**src/rtl/cmp_pkg.sv**
```systemverilog
`default_nettype none
// ============================================================================
// Module      : cmp_pkg
// Description : Shared types and constants for the compare scheduler.
// Revision    : 1.0
// ============================================================================
package cmp_pkg;

    localparam int WIDTH = 32;
    localparam int NFLG  = 5;

    // Flag vector bit positions: {ltu, lt, eq, overflow, carry}
    localparam int FLG_C   = 0;
    localparam int FLG_V   = 1;
    localparam int FLG_EQ  = 2;
    localparam int FLG_LT  = 3;
    localparam int FLG_LTU = 4;

    typedef enum logic [1:0] {
        IDLE = 2'd0,
        EXEC = 2'd1,
        RESP = 2'd2
    } state_t;

endpackage
`default_nettype wire

```
**src/rtl/cmp_sched_if.sv**
```systemverilog
`default_nettype none
// ============================================================================
// Module      : cmp_sched_if
// Description : Requester-side handshake bundle of the compare scheduler.
// Revision    : 1.0
// ============================================================================
interface cmp_sched_if #(
    parameter int NREQ  = 4,
    parameter int WIDTH = cmp_pkg::WIDTH
);
    logic [NREQ-1:0]          req_valid;
    logic [NREQ-1:0]          req_ready;
    logic [NREQ*WIDTH-1:0]    req_a;
    logic [NREQ*WIDTH-1:0]    req_b;
    logic [NREQ-1:0]          rsp_valid;
    logic [NREQ-1:0]          rsp_ready;
    logic [WIDTH-1:0]         rsp_out;
    logic [cmp_pkg::NFLG-1:0] rsp_flags;
    logic                     busy;

    modport master (
        output req_valid, req_a, req_b, rsp_ready,
        input  req_ready, rsp_valid, rsp_out, rsp_flags, busy
    );

    modport slave (
        input  req_valid, req_a, req_b, rsp_ready,
        output req_ready, rsp_valid, rsp_out, rsp_flags, busy
    );
endinterface
`default_nettype wire

```
**src/rtl/cmp_core.sv**
```systemverilog
`default_nettype none
// ============================================================================
// Module      : cmp_core
// Description : Combinational two's-complement subtractor (A + ~B + 1).
// Revision    : 1.0
// ============================================================================
module cmp_core #(
    parameter int WIDTH = cmp_pkg::WIDTH
) (
    input  wire logic [WIDTH-1:0] i_a,
    input  wire logic [WIDTH-1:0] i_b,
    output logic      [WIDTH-1:0] o_out,
    output logic                  o_carry,
    output logic                  o_overflow
);
    logic [WIDTH:0] w_sum;

    // Extra top bit captures the carry-out (set means no borrow)
    assign w_sum      = {1'b0, i_a} + {1'b0, ~i_b} + {{WIDTH{1'b0}}, 1'b1};
    assign o_out      = w_sum[WIDTH-1:0];
    assign o_carry    = w_sum[WIDTH];
    assign o_overflow = (i_a[WIDTH-1] ^ i_b[WIDTH-1]) & (o_out[WIDTH-1] ^ i_a[WIDTH-1]);
endmodule
`default_nettype wire

```
**src/rtl/cmp_sched.sv**
```systemverilog
`default_nettype none
// ============================================================================
// Module      : cmp_sched
// Description : Round-robin scheduler sharing one subtract/compare datapath.
// Revision    : 1.0
// ============================================================================
module cmp_sched #(
    parameter int NREQ  = 4,
    parameter int WIDTH = cmp_pkg::WIDTH
) (
    input  wire logic  clk,
    input  wire logic  rst_n,
    cmp_sched_if.slave bus
);
    import cmp_pkg::*;

    localparam int GW = (NREQ > 1) ? $clog2(NREQ) : 1;

    state_t            r_state;
    state_t            w_state_nxt;
    logic [GW-1:0]     r_rr_ptr;
    logic [GW-1:0]     r_gnt;
    logic [WIDTH-1:0]  r_a;
    logic [WIDTH-1:0]  r_b;
    logic [WIDTH-1:0]  r_out;
    logic [NFLG-1:0]   r_flags;

    logic [GW:0]       w_pick;
    logic [GW-1:0]     w_sel;
    logic [GW-1:0]     w_ptr_nxt;
    logic              w_accept;
    logic              w_done;
    logic [NREQ-1:0]   w_req_ready;
    logic [NREQ-1:0]   w_rsp_valid;
    logic [WIDTH-1:0]  w_diff;
    logic              w_carry;
    logic              w_ovf;
    logic [NFLG-1:0]   w_flags;

    // Returns {found, index}: first valid at or above ptr, wrapping around
    function automatic logic [GW:0] rr_pick(input logic [NREQ-1:0] valid,
                                            input logic [GW-1:0]   ptr);
        logic [GW:0] res;
        int          j;
        res = '0;
        for (int k = 0; k < NREQ; k++) begin
            j = (int'(ptr) + k) % NREQ;
            if (!res[GW] && valid[j]) begin
                res = {1'b1, GW'(j)};
            end
        end
        return res;
    endfunction

    cmp_core #(.WIDTH(WIDTH)) u_core (
        .i_a        (r_a),
        .i_b        (r_b),
        .o_out      (w_diff),
        .o_carry    (w_carry),
        .o_overflow (w_ovf)
    );

    always_comb begin
        w_flags          = '0;
        w_flags[FLG_C]   = w_carry;
        w_flags[FLG_V]   = w_ovf;
        w_flags[FLG_EQ]  = (w_diff == '0);
        w_flags[FLG_LT]  = w_diff[WIDTH-1] ^ w_ovf;
        w_flags[FLG_LTU] = ~w_carry;
    end

    always_comb begin
        w_state_nxt = r_state;
        w_accept    = 1'b0;
        w_done      = 1'b0;
        w_req_ready = '0;
        w_rsp_valid = '0;
        w_pick      = rr_pick(bus.req_valid, r_rr_ptr);
        w_sel       = w_pick[GW-1:0];
        w_ptr_nxt   = GW'((int'(r_gnt) + 1) % NREQ);
        case (r_state)
            IDLE: begin
                if (w_pick[GW]) begin
                    w_accept           = 1'b1;
                    w_req_ready[w_sel] = 1'b1;
                    w_state_nxt        = EXEC;
                end
            end
            EXEC: w_state_nxt = RESP;
            RESP: begin
                w_rsp_valid[r_gnt] = 1'b1;
                // Only the granted requester's ready bit can release the result
                if (bus.rsp_ready[r_gnt]) begin
                    w_done      = 1'b1;
                    w_state_nxt = IDLE;
                end
            end
            default: w_state_nxt = IDLE;
        endcase
    end

    always_ff @(posedge clk) begin
        if (!rst_n) begin
            r_state  <= IDLE;
            r_rr_ptr <= '0;
            r_gnt    <= '0;
            r_a      <= '0;
            r_b      <= '0;
            r_out    <= '0;
            r_flags  <= '0;
        end else begin
            r_state <= w_state_nxt;
            if (w_accept) begin
                r_gnt <= w_sel;
                r_a   <= bus.req_a[int'(w_sel)*WIDTH +: WIDTH];
                r_b   <= bus.req_b[int'(w_sel)*WIDTH +: WIDTH];
            end
            if (r_state == EXEC) begin
                r_out   <= w_diff;
                r_flags <= w_flags;
            end
            if (w_done) begin
                r_rr_ptr <= w_ptr_nxt;
            end
        end
    end

    assign bus.req_ready = rst_n ? w_req_ready : '0;
    assign bus.rsp_valid = w_rsp_valid;
    assign bus.rsp_out   = r_out;
    assign bus.rsp_flags = r_flags;
    assign bus.busy      = (r_state != IDLE);
endmodule
`default_nettype wire
```
**src/flat_wrapper.sv**
```systemverilog
// flat-port wrapper written by rule: the top's interface ports become plain ports
module cmp_sched_flat import cmp_pkg::*;
#(
    parameter int NREQ  = 4,
    parameter int WIDTH = cmp_pkg::WIDTH
)
  (clk, rst_n, bus_req_valid, bus_req_a, bus_req_b, bus_rsp_ready, bus_req_ready, bus_rsp_valid, bus_rsp_out, bus_rsp_flags, bus_busy);
  cmp_sched_if #(.NREQ(NREQ), .WIDTH(WIDTH)) bus_i ();
  input  wire logic clk;
  input  wire logic rst_n;
  input wire logic [$bits(bus_i.req_valid)-1:0] bus_req_valid;
  input wire logic [$bits(bus_i.req_a)-1:0] bus_req_a;
  input wire logic [$bits(bus_i.req_b)-1:0] bus_req_b;
  input wire logic [$bits(bus_i.rsp_ready)-1:0] bus_rsp_ready;
  output wire logic [$bits(bus_i.req_ready)-1:0] bus_req_ready;
  output wire logic [$bits(bus_i.rsp_valid)-1:0] bus_rsp_valid;
  output wire logic [$bits(bus_i.rsp_out)-1:0] bus_rsp_out;
  output wire logic [$bits(bus_i.rsp_flags)-1:0] bus_rsp_flags;
  output wire logic [$bits(bus_i.busy)-1:0] bus_busy;
  assign bus_i.req_valid = bus_req_valid;
  assign bus_i.req_a = bus_req_a;
  assign bus_i.req_b = bus_req_b;
  assign bus_i.rsp_ready = bus_rsp_ready;
  assign bus_req_ready = bus_i.req_ready;
  assign bus_rsp_valid = bus_i.rsp_valid;
  assign bus_rsp_out = bus_i.rsp_out;
  assign bus_rsp_flags = bus_i.rsp_flags;
  assign bus_busy = bus_i.busy;
  cmp_sched #(.NREQ(NREQ), .WIDTH(WIDTH)) u_core (.clk(clk), .rst_n(rst_n), .bus(bus_i));
endmodule
```
**config.mk**
```make
export PLATFORM = sky130hd
export DESIGN_NAME = cmp_sched_flat
export DESIGN_NICKNAME = d
export VERILOG_FILES = /design/src/rtl/cmp_pkg.sv /design/src/rtl/cmp_sched_if.sv /design/src/rtl/cmp_core.sv /design/src/rtl/cmp_sched.sv /design/src/flat_wrapper.sv
export SDC_FILE = /design/constraint.sdc
export NUM_CORES = 1
export LEC_CHECK = 0
export ABC_AREA = 1
export CORE_MARGIN = 1.5
export CORE_UTILIZATION = 47
export DETAILED_ROUTE_END_ITERATION = 10
export MAX_ROUTING_LAYER = met4
export PLACE_DENSITY = 0.84
export RECOVER_POWER = 100
export SLEW_MARGIN = 20
export SYNTH_ARGS = -nofsm -noshare
export SYNTH_HDL_FRONTEND = slang
export SYNTH_SLANG_ARGS = --single-unit
```
**constraint.sdc**
```tcl
create_clock -name clk -period 4.3 [get_ports clk]
set_clock_uncertainty 0.15 [all_clocks]
set_input_delay 0.86 -clock clk [delete_from_list [all_inputs] [get_ports clk]]
set_output_delay 0.86 -clock clk [all_outputs]
set_load 0.1 [all_outputs]
```
==> metrics.txt <==
Iter 0 DRT Violations=683; largest net degree at the start of global routing=125; number of synthesized flops with an enable pin=0; Mapped Avg Cell Area=5.56 um2; Initial Util=48.3%; outcome=finished, final reports clean; htree depth=3; Die ar.=20300 um2; CP cell instances=clkdlybuf4s50_1 > inv_1 > o21ai_0 > nand2_1 > nand2_1 > inv_1 > nand2_2 > nor2_4 > nand2_1 > nand2_1 > inv_1 > nand2_2 > nor2_1 > inv_1 > nor2_2 > buf_6; Nets=2216; Synthesized Nets=1945; CP Depth=16; crit-path max cell delay=450 ps; FF/Latch Area=2140 um2; Routed WL=30700 um; post-route ant nets=0; Fillers=1826; total power=0.00877 W; Max VDD drop=0.255 mV; Worst Hold Launch=u_core.r_b[12]$_SDFFE_PN0P_; area of the multi-input gates=5590 um2; Mapped Area=9120 um2; final setup fails=0; crit path max-delay cell type=clkdlybuf4s50_1; R2R setup slack=570 ps; Fmax=243 MHz; Worst Path Max Fanout=3; Crit Path Class=in2out; vias per inst=4.90; first-pass GRT wire length=48400 um; worst path buffer plus inverter count=6; fin crit period=4110 ps; critical path data required time=3290 ps; Final Max Slew Viols=0; crit end category=output pin; clock latency on the worst-skew pair=360 ps; register area share after synthesis=23.5%; R2R Path End=u_core.bus.rsp_flags[2]$_SDFFE_PN0N_; Arrival @ worst endpoint=3100 ps; DR pass1 iterations=5; worst reg2reg path depth=24; # port buffers=311; reg2reg start=u_core.r_b[3]$_SDFFE_PN0P_; n_diodes=0; maxcap violations=0; DP Wirelength=25400 um; synth-to-layout area growth=38.9%; total grt overflow=0; leakage power=6.84 nW; unrepaired setup endpoints after global routing=false; slew margin rel.=17.5%; commonest non-fill, non-tap cell in the layout=nand2_1; clk buf depth=2; Worst-path clk slew=70 ps; Core ar.=18900 um2; Finished Layout Cells=2177; vias in the first global route=9832; most frequent cells in the layout=nand2_1, inv_1, clkdlybuf4s50_1; Setup crit start kind=input port; Die Ht=142 um; Setup TNS=0 ps; Sink Count=107; Worst path top cell family by delay=buffers and inverters; share of cells above drive strength 1=4.38%; Die W=142 um; CTS Buf Count=9; global placer's final weighted congestion=0.919; Hold WC Path Type=reg2reg; Boundary Pins=312; GRT Util Overall=31.4%; worst slew pin tran=1240 ps; root buffer selected by CTS=clkbuf_16; postcts setup bufs=0; PwrDens=692 nW/um2; dominant synthesized flop cell=dfxtp_1; clock tree from TritonCTS=yes; Post-Place Cells=2161; wire length per cell=14.1 um; #FFs+latches synth=107; Worst Hold End=u_core.r_b[12]$_SDFFE_PN0P_; Synth cell types=35; Ys Warns=0; CTS Hold Bufs=0; detailed-route via count=10700; ys async rst share=0%; detailed-route DRC error count=0; Fin. Hold Viols=0; initial antenna violation count=0; Syn Inst Count=1641; # rows=50; hold depth=2; fin crit share=95.6%
[metrics by stage]
stage                     util (%)  setup slack [ps]  cell area, um2  hold WS (ps)
after floorplan                  -             -21.3            9130           276
after global placement        65.7               267           12400           288
after detailed placement      65.7               153           12400           291
after CTS                     67.4               134           12700           307
after global routing          67.1              18.9           12700           317
final                         67.1               187           12700           305
[cell usage after synthesis, types with 13 or more instances]
master      n  area share (%)
or2_2      33             2.3
nand3_1    82             4.5
nand2_1   682              28
ha_1       36             4.9
o211ai_1   83             6.8
or2_0      13            0.89
clkbuf_1   14            0.58
inv_1     280              12
buf_2      37             2.0
o21ai_0    29             1.6
nor2_1    147             6.0
a21oi_1    28             1.5
dfxtp_1   107              23
[final cells by class]
cell class              instances  area share, %
multi-input cells            1183           44.1
flip-flops and latches        107           16.9
well taps                     260           2.57
repair buffers                327           25.6
inverters                     284           8.41
clock inverters                 4          0.316
clock buffers                  12           2.10
[tightest hold or removal path: stages, from the launching register on]
cell and delay (ps):
dfxtp_1 310, nand2_1 60, nand2_1 40
[report_power, final]
part           leakage [nW]  internal, W  total [W]  switching, W
registers             0.883      0.00131    0.00152      0.000211
logic                  5.81      0.00197    0.00641       0.00444
clock network         0.153     0.000452   0.000848      0.000396
total                  6.84      0.00373    0.00877       0.00504
[state kept, by name, summed over array words and instances, names as in the netlist]
register and cells:
u_core.r_a 32, u_core.bus.rsp_flags 5, u_core.r_state 2, u_core.r_b 32, u_core.r_rr_ptr 2, u_core.r_gnt 2
u_core.bus.rsp_out 32
[logic make-up (layout without fill, tap and decap cells)]
kind of cell	count (synthesis)	count (layout)	share of synthesized area (%)
buffers and inverters	351	627	15.6
AOI/OAI and AO/OA	149	149	10.6
DFF	107	107	23.5
adders and majority gates	38	38	5.38
and+or+nand+nor	986	986	43.8
xor gates and xnor gates	10	10	1.04
[per-layer routing]
layer | wire length [um] | global-route usage, % | vias up | part of all wire [%]
li1 | - | - | 5553 | -
met1 | 13300 | 38.8 | 4717 | 43
met2 | 15000 | 54.4 | 340 | 49
met3 | 1620 | 2.69 | 54 | 5.3
met4 | 762 | 9.82 | 0 | 2.5
met5 | 0 | - | - | 0
[worst max path at each step]
stage | start | endpoint | slack, ps
6_report | bus_req_valid[2] | bus_req_ready[0] | 190
5_1_grt | bus_req_valid[2] | bus_req_ready[1] | 20
4_1_cts | bus_req_valid[2] | bus_req_ready[0] | 130
3_5_place_dp | bus_req_valid[2] | bus_req_ready[0] | 150
3_3_place_gp | bus_req_valid[2] | bus_req_ready[0] | 270
2_1_floorplan | bus_req_valid[2] | bus_req_ready[0] | -20
[repair_timing]
action | 4_1_cts | 5_1_grt
endpoints found under the hold margin | 0 | 0
setup endpoints to repair | 0 | 1
resized for setup | 0 | 1
Power figures use the tool's default switching activity.
